[src/rtl/tick_seq_gen_if.sv]
// Signal bundle for tick_seq_gen: fault/restart controls in, timing strobes,
// fanout reset and stage enables out.
interface tick_seq_gen_if #(
  parameter int unsigned NUM_STG = 4
);
  logic               fault_i;
  logic               restart_i;
  logic               rst_o;
  logic               strobe_o;
  logic               slow_tick_o;
  logic               hb_o;
  logic [NUM_STG-1:0] stg_en_o;
  logic               seq_done_o;
  logic               fault_o;

  // Generator side
  modport master (
    input  fault_i, restart_i,
    output rst_o, strobe_o, slow_tick_o, hb_o, stg_en_o, seq_done_o, fault_o
  );

  // Consumer side
  modport slave (
    output fault_i, restart_i,
    input  rst_o, strobe_o, slow_tick_o, hb_o, stg_en_o, seq_done_o, fault_o
  );
endinterface

[src/rtl/tick_seq_gen.sv]
// tick_seq_gen: reset synchroniser, base/slow strobe generator, heartbeat and
// a power-enable sequencer that brings stages up one by one.
// Optional feature macro: TICK_SEQ_GEN_FAULT_EN (fault shutdown / restart).
module tick_seq_gen #(
  parameter int unsigned CLK_HZ   = 100_000_000,
  parameter int unsigned TICK_HZ  = 400_000,
  parameter int unsigned SLOW_DIV = 400,
  parameter int unsigned NUM_STG  = 4,
  parameter logic [NUM_STG*8-1:0] STG_DLY = {NUM_STG{8'd1}}
) (
  input  logic            clk_100,
  input  logic            srst0,
  tick_seq_gen_if.master  bus
);

  localparam int unsigned CLK_DIV = CLK_HZ / TICK_HZ;
  localparam int unsigned BW      = (CLK_DIV > 2) ? $clog2(CLK_DIV) : 1;
  localparam int unsigned SW      = (SLOW_DIV > 1) ? $clog2(SLOW_DIV) : 1;
  localparam int unsigned KW      = (NUM_STG > 1) ? $clog2(NUM_STG) : 1;

  // Parameter sanity
  generate
    if (CLK_DIV < 2) begin : g_bad_clk_div
      $error("tick_seq_gen: CLK_HZ/TICK_HZ must be at least 2");
    end
    if (SLOW_DIV < 1) begin : g_bad_slow_div
      $error("tick_seq_gen: SLOW_DIV must be at least 1");
    end
    if ((NUM_STG < 1) || (NUM_STG > 16)) begin : g_bad_num_stg
      $error("tick_seq_gen: NUM_STG must be in 1..16");
    end
  endgenerate

  typedef enum logic [1:0] {
    ST_UP    = 2'd0,
    ST_DONE  = 2'd1,
    ST_SHDN  = 2'd2,
    ST_FAULT = 2'd3
  } state_t;

  logic [1:0]         rst_sync;
  logic               rst_int;
  logic [BW-1:0]      base_cnt;
  logic [SW-1:0]      slow_cnt;
  logic               base_wrap;
  logic               slow_wrap;
  logic               strobe_q;
  logic               slow_tick_q;
  logic               hb_q;
  state_t             state;
  logic [KW-1:0]      stg_idx;
  logic [7:0]         dly_cnt;
  logic [7:0]         cur_dly;
  logic [NUM_STG-1:0] stg_en_q;
  logic               seq_done_q;
  logic               flt_s;

  // Reset synchroniser: asserts with srst0, releases on the 2nd edge after
  always_ff @(posedge clk_100 or posedge srst0) begin
    if (srst0) rst_sync <= 2'b11;
    else       rst_sync <= {rst_sync[0], 1'b0};
  end

  assign rst_int   = rst_sync[1];
  assign base_wrap = (base_cnt == BW'(CLK_DIV - 1));
  assign slow_wrap = base_wrap && (slow_cnt == SW'(SLOW_DIV - 1));
  assign cur_dly   = STG_DLY[{stg_idx, 3'b000} +: 8];

  // Free-running base/slow dividers and heartbeat
  always_ff @(posedge clk_100 or posedge rst_int) begin
    if (rst_int) begin
      base_cnt    <= '0;
      slow_cnt    <= '0;
      strobe_q    <= 1'b0;
      slow_tick_q <= 1'b0;
      hb_q        <= 1'b0;
    end else begin
      base_cnt    <= base_wrap ? '0 : base_cnt + BW'(1);
      strobe_q    <= base_wrap;
      slow_tick_q <= slow_wrap;
      if (base_wrap) slow_cnt <= slow_wrap ? '0 : slow_cnt + SW'(1);
      if (slow_wrap) hb_q <= ~hb_q;
    end
  end

`ifdef TICK_SEQ_GEN_FAULT_EN
  logic [1:0] flt_sync;
  logic       fault_q;

  // Two-flop synchroniser for the asynchronous fault level
  always_ff @(posedge clk_100 or posedge rst_int) begin
    if (rst_int) flt_sync <= 2'b00;
    else         flt_sync <= {flt_sync[0], bus.fault_i};
  end

  assign flt_s       = flt_sync[1];
  assign bus.fault_o = fault_q;
`else
  logic unused_ctl;

  assign unused_ctl  = bus.fault_i ^ bus.restart_i;
  assign flt_s       = 1'b0;
  assign bus.fault_o = 1'b0;
`endif

  // Sequencer FSM: stage-by-stage power-up, shutdown on fault, restart
  always_ff @(posedge clk_100 or posedge rst_int) begin
    if (rst_int) begin
      state      <= ST_UP;
      stg_idx    <= '0;
      dly_cnt    <= '0;
      stg_en_q   <= '0;
      seq_done_q <= 1'b0;
`ifdef TICK_SEQ_GEN_FAULT_EN
      fault_q    <= 1'b0;
`endif
    end else begin
      case (state)
        ST_UP: begin
          if (flt_s) begin
            state      <= ST_SHDN;
            seq_done_q <= 1'b0;
          end else if (slow_tick_q) begin
            if (dly_cnt == cur_dly) begin
              stg_en_q <= stg_en_q | (NUM_STG'(1) << stg_idx);
              dly_cnt  <= '0;
              if (stg_idx == KW'(NUM_STG - 1)) begin
                state      <= ST_DONE;
                seq_done_q <= 1'b1;
              end else begin
                stg_idx <= stg_idx + KW'(1);
              end
            end else begin
              dly_cnt <= dly_cnt + 8'd1;
            end
          end
        end
        ST_DONE: begin
          if (flt_s) begin
            state      <= ST_SHDN;
            seq_done_q <= 1'b0;
          end
        end
`ifdef TICK_SEQ_GEN_FAULT_EN
        ST_SHDN: begin
          // Thermometer code: shifting right drops the highest enabled stage
          if (stg_en_q == '0) begin
            state   <= ST_FAULT;
            fault_q <= 1'b1;
          end else if (slow_tick_q) begin
            stg_en_q <= stg_en_q >> 1;
          end
        end
        ST_FAULT: begin
          if (bus.restart_i && !flt_s) begin
            state   <= ST_UP;
            fault_q <= 1'b0;
            stg_idx <= '0;
            dly_cnt <= '0;
          end
        end
`endif
        default: state <= ST_UP;
      endcase
    end
  end

  assign bus.rst_o       = rst_int;
  assign bus.strobe_o    = strobe_q;
  assign bus.slow_tick_o = slow_tick_q;
  assign bus.hb_o        = hb_q;
  assign bus.stg_en_o    = stg_en_q;
  assign bus.seq_done_o  = seq_done_q;

endmodule

[src/flat_wrapper.sv]
// flat-port wrapper written by rule: the top's interface ports become plain ports
module tick_seq_gen_flat 
#(
  parameter int unsigned CLK_HZ   = 100_000_000,
  parameter int unsigned TICK_HZ  = 400_000,
  parameter int unsigned SLOW_DIV = 400,
  parameter int unsigned NUM_STG  = 4,
  parameter logic [NUM_STG*8-1:0] STG_DLY = {NUM_STG{8'd1}}
)
  (clk_100, srst0, bus_fault_i, bus_restart_i, bus_rst_o, bus_strobe_o, bus_slow_tick_o, bus_hb_o, bus_stg_en_o, bus_seq_done_o, bus_fault_o);
  tick_seq_gen_if #(.NUM_STG(NUM_STG)) bus_i ();
  input  logic clk_100;
  input  logic srst0;
  input wire logic [$bits(bus_i.fault_i)-1:0] bus_fault_i;
  input wire logic [$bits(bus_i.restart_i)-1:0] bus_restart_i;
  output wire logic [$bits(bus_i.rst_o)-1:0] bus_rst_o;
  output wire logic [$bits(bus_i.strobe_o)-1:0] bus_strobe_o;
  output wire logic [$bits(bus_i.slow_tick_o)-1:0] bus_slow_tick_o;
  output wire logic [$bits(bus_i.hb_o)-1:0] bus_hb_o;
  output wire logic [$bits(bus_i.stg_en_o)-1:0] bus_stg_en_o;
  output wire logic [$bits(bus_i.seq_done_o)-1:0] bus_seq_done_o;
  output wire logic [$bits(bus_i.fault_o)-1:0] bus_fault_o;
  assign bus_i.fault_i = bus_fault_i;
  assign bus_i.restart_i = bus_restart_i;
  assign bus_rst_o = bus_i.rst_o;
  assign bus_strobe_o = bus_i.strobe_o;
  assign bus_slow_tick_o = bus_i.slow_tick_o;
  assign bus_hb_o = bus_i.hb_o;
  assign bus_stg_en_o = bus_i.stg_en_o;
  assign bus_seq_done_o = bus_i.seq_done_o;
  assign bus_fault_o = bus_i.fault_o;
  tick_seq_gen #(.CLK_HZ(CLK_HZ), .TICK_HZ(TICK_HZ), .SLOW_DIV(SLOW_DIV), .NUM_STG(NUM_STG), .STG_DLY(STG_DLY)) u_core (.clk_100(clk_100), .srst0(srst0), .bus(bus_i));
endmodule
[config.mk]
export PLATFORM = sky130hd
export DESIGN_NAME = tick_seq_gen_flat
export DESIGN_NICKNAME = d
export VERILOG_FILES = /design/src/rtl/tick_seq_gen_if.sv /design/src/rtl/tick_seq_gen.sv /design/src/flat_wrapper.sv
export SDC_FILE = /design/constraint.sdc
export NUM_CORES = 1
export LEC_CHECK = 0
export CORE_MARGIN = 8
export CORE_UTILIZATION = 61
export CTS_CLUSTER_DIAMETER = 30
export DETAILED_ROUTE_END_ITERATION = 6
export PLACE_DENSITY_LB_ADDON = 0.05
export SLEW_MARGIN = 20
export SYNTH_ARGS = -nofsm -noshare
export SYNTH_HDL_FRONTEND = slang
export SYNTH_SLANG_ARGS = --single-unit
[constraint.sdc]
create_clock -name clk_100 -period 3.5 [get_ports clk_100]
set_clock_uncertainty 0.05 [all_clocks]
set_input_delay 0.525 -clock clk_100 [delete_from_list [all_inputs] [get_ports clk_100]]
set_output_delay 0.525 -clock clk_100 [all_outputs]
set_load 0.02 [all_outputs]
==> flow_summary.toml <==
[timing]
fin_crit_ns = 2.05
slew-limit-headroom = 0.609
finalSetupViolCount = 0
maxSlewViolCount = 0
setup_repair_after_global_routing_missed_its_margin = "false"
fmax_ghz = 0.489
final_critical_path_share_of_the_clock_period = 0.585
final-hold-violation-count = 0
fin_tns_setup_ns = 0
timing_worst_slew_pin_value_ns = 0.585

[finish]
n_fill_cell = 205
areaGrowthSynthToFinish_pct = 14.0
diodes = 0
multiInputGateArea_um2 = 753
final_net_count = 182
number_of_cells_in_the_finished_layout_apart_from_fillers = 201
regArea_um2 = 953
utilization = 0.728
drive_above_1_share = 0.118

[clock_network]
tritoncts_clock_tree = "yes"
clock_latency_ns = 0.34
buffers_inserted_during_post_cts_setup_optimization = 0
clk_transition_reported_paths_ns = 0.11
htree_num_levels = 2
number_of_gates_resized_after_cts = 0
cts_buf_count = 5
max-clock-path-buffers = 2
postCtsHoldBufs = 0
numClockSinks = 38
root_buffer = "sky130_fd_sc_hd__clkbuf_4"

[setup_path]
arrival_ns = 1.47
cp_data_required_time_ns = 2.92
cp_slowest_stage_delay_ns = 0.60
crit_chain = "clkdlybuf4s50_1"
crit_path_top_delay_cell = "sky130_fd_sc_hd__clkdlybuf4s50_1"
critical_path_start_end_classification = "flop to primary output"
worst_setup_path_start_kind = "flop"
crit_buf_inv = 1
worst_setup_path_end_kind = "primary output"
worst_path_dominant_cell_family = "buffers and inverters"
worst-path-max-fanout = 2

[synthesis]
async_reset_ff_frac = 1.00
seq_cells_post_synth = 38
yosysSeqAreaShare = 0.546
synth_cell_types = 39
synth-edff-count = 0
gate_count_of_the_mapped_netlist = 153
synthesis.area_per_instance_um2 = 11.4
predominant_post_synthesis_flop_cell = "sky130_fd_sc_hd__dfrtp_1"
syn-cell-area_um2 = 1750
ys.warnings.count = 0

[drt]
via_count = 1196
detail_route.wl_per_cell_um = 14.9
wl_um = 3000
detail_route.iter0.violations = 44
firstDrtPassIters = 4
via_per_inst = 5.95
drt.antenna.violating_nets = 0
final_routed_drc_violation_total = 0

[power_and_ir_drop]
net_sw_frac = 0.180
total_leakage_power_nw = 0.988
comb_power_frac = 0.016
peakVddDrop_uv = 365
p_per_area_nw_per_um2 = 420
power.share.sequential = 0.528
power_report.internal_total_mw = 0.686
power.switching_mw = 0.150
power.clock.fraction = 0.456

[run_status]
run_status = "completed"

[floorplan]
die_w_um = 69.5
core_region_area_um2 = 2730
pin_count = 14
die_height_um = 69.5
floorplan.die_area_um2 = 4830
starting_utilization_of_the_core_area = 0.639
num_rows = 19

[flow_run]
drv_cap = 0

[global_route]
first_global_vias = 1210
grt_max_degree = 29
antenna_found_initial = 0
overflow = 0
grt_pass1_wl_um = 5490
grt.total_usage = 0.136

[placement]
dp.final_hpwl_um = 2180
gp_congestion = 0.905
post-place-cells = 193
numPortBuffers = 10

[hold_path]
hold_path_class = "flop to asynchronous set/reset pin"
-- power groups by stage --
stage	combinational (mW)	clock (mW)	sequential (mW)
3_3_place_gp	0.0134	0	0.450
6_report	0.0135	0.381	0.441
2_1_floorplan	0.00844	0	0.451
4_1_cts	0.0140	0.389	0.441
3_5_place_dp	0.0140	0	0.450
5_1_grt	0.0162	0.405	0.442
-- flip-flops by register name (all words and copies together) (netlist names), 2 cells and up --
| name | cells |
|---|---|
| u_core.slow_cnt | 9 |
| u_core.stg_idx | 2 |
| u_core.bus.stg_en_o | 4 |
| u_core.rst_sync | 2 |
| u_core.dly_cnt | 8 |
| u_core.base_cnt | 8 |
-- cell usage in the layout, fill, tap and decap left out, types with 5 or more instances in the layout --
master	n
sky130_fd_sc_hd__a21o_1	7
sky130_fd_sc_hd__clkbuf_4	5
sky130_fd_sc_hd__clkdlybuf4s50_1	10
sky130_fd_sc_hd__dfrtp_1	36
sky130_fd_sc_hd__ha_1	9
sky130_fd_sc_hd__inv_1	6
sky130_fd_sc_hd__nand2_1	12
sky130_fd_sc_hd__nand3_1	6
sky130_fd_sc_hd__nor2_1	9
sky130_fd_sc_hd__o21ai_0	6
sky130_fd_sc_hd__o31ai_1	5
sky130_fd_sc_hd__xnor2_1	8
sky130_fd_sc_hd__xor2_1	7
-- worst paths after layout --
path,start,to,slack [ns],cells past startpoint
hold reg to reg,u_core.rst_sync[1]$_DFF_PP1_,u_core.bus.strobe_o$_DFF_PP0_,0.27,1
setup reg to reg,u_core.dly_cnt[0]$_DFFE_PP0P_,u_core.stg_idx[1]$_DFFE_PP0P_,1.54,5
max in group asynchronous,u_core.rst_sync[1]$_DFF_PP1_,u_core.slow_cnt[7]$_DFFE_PP0N_,2.57,2
setup / recovery,u_core.rst_sync[1]$_DFF_PP1_,bus_rst_o,1.45,1
hold / removal,u_core.rst_sync[1]$_DFF_PP1_,u_core.bus.strobe_o$_DFF_PP0_,0.27,1
min in group clk_100,u_core.rst_sync[0]$_DFF_PP1_,u_core.rst_sync[1]$_DFF_PP1_,0.31,0
-- per-layer routing --
layer	part of all wire	track usage	wire (um)	vias up
li1	-	-	-	563
met1	0.42	0.151	1260	595
met2	0.51	0.237	1530	30
met3	0.050	0.0458	149	8
met4	0.020	0.0478	59	0
met5	0	0	0	-
-- synthesized netlist by cell type, drive strengths merged (3+ instances only) --
| cell type | instances | share of area |
|---|---|---|
| a21o | 7 | 0.030 |
| and3 | 4 | 0.014 |
| dfrtp | 36 | 0.52 |
| ha | 9 | 0.064 |
| inv | 7 | 0.015 |
| nand2 | 12 | 0.026 |
| nand2b | 3 | 0.011 |
| nand3 | 7 | 0.027 |
| nand4 | 3 | 0.011 |
| nor2 | 9 | 0.019 |
| nor3 | 5 | 0.021 |
| o21ai | 6 | 0.017 |
| o31ai | 5 | 0.021 |
| xnor2 | 8 | 0.040 |
| xor2 | 7 | 0.035 |
-- layout make-up --
cell class                      count  area share
Inverter                            7      0.0132
Tap cell                           31      0.0195
Multi-Input combinational cell    106       0.378
Clock inverter                      2      0.0302
Clock buffer                        6      0.0258
Sequential cell                    38       0.479
Timing Repair Buffer               11      0.0541
-- cell families after synthesis --
family	after synthesis	share of synthesized area
AOI/OAI and AO/OA	22	0.0845
xor gates and xnor gates	15	0.0752
adders and majority gates	9	0.0645
buffers and inverters	10	0.0251
DFF	38	0.546
muxes	3	0.0186
other	1	0.00215
and+or+nand+nor	55	0.184
-- stage by stage --
| stage | total power [mW] | setup WS, ns | hold slack (ns) | cell area (um^2) |
|---|---|---|---|---|
| global route | 0.863 | 1.40 | 0.323 | 1990 |
| floorplan | 0.459 | 1.77 | 0.295 | 1750 |
| CTS | 0.845 | 1.44 | 0.317 | 1990 |
| finish | 0.836 | 1.45 | 0.267 | 1990 |
| detailed placement | 0.464 | 1.58 | 0.302 | 1880 |
| global placement | 0.463 | 1.62 | 0.298 | 1880 |
Power figures use the tool's default switching activity.
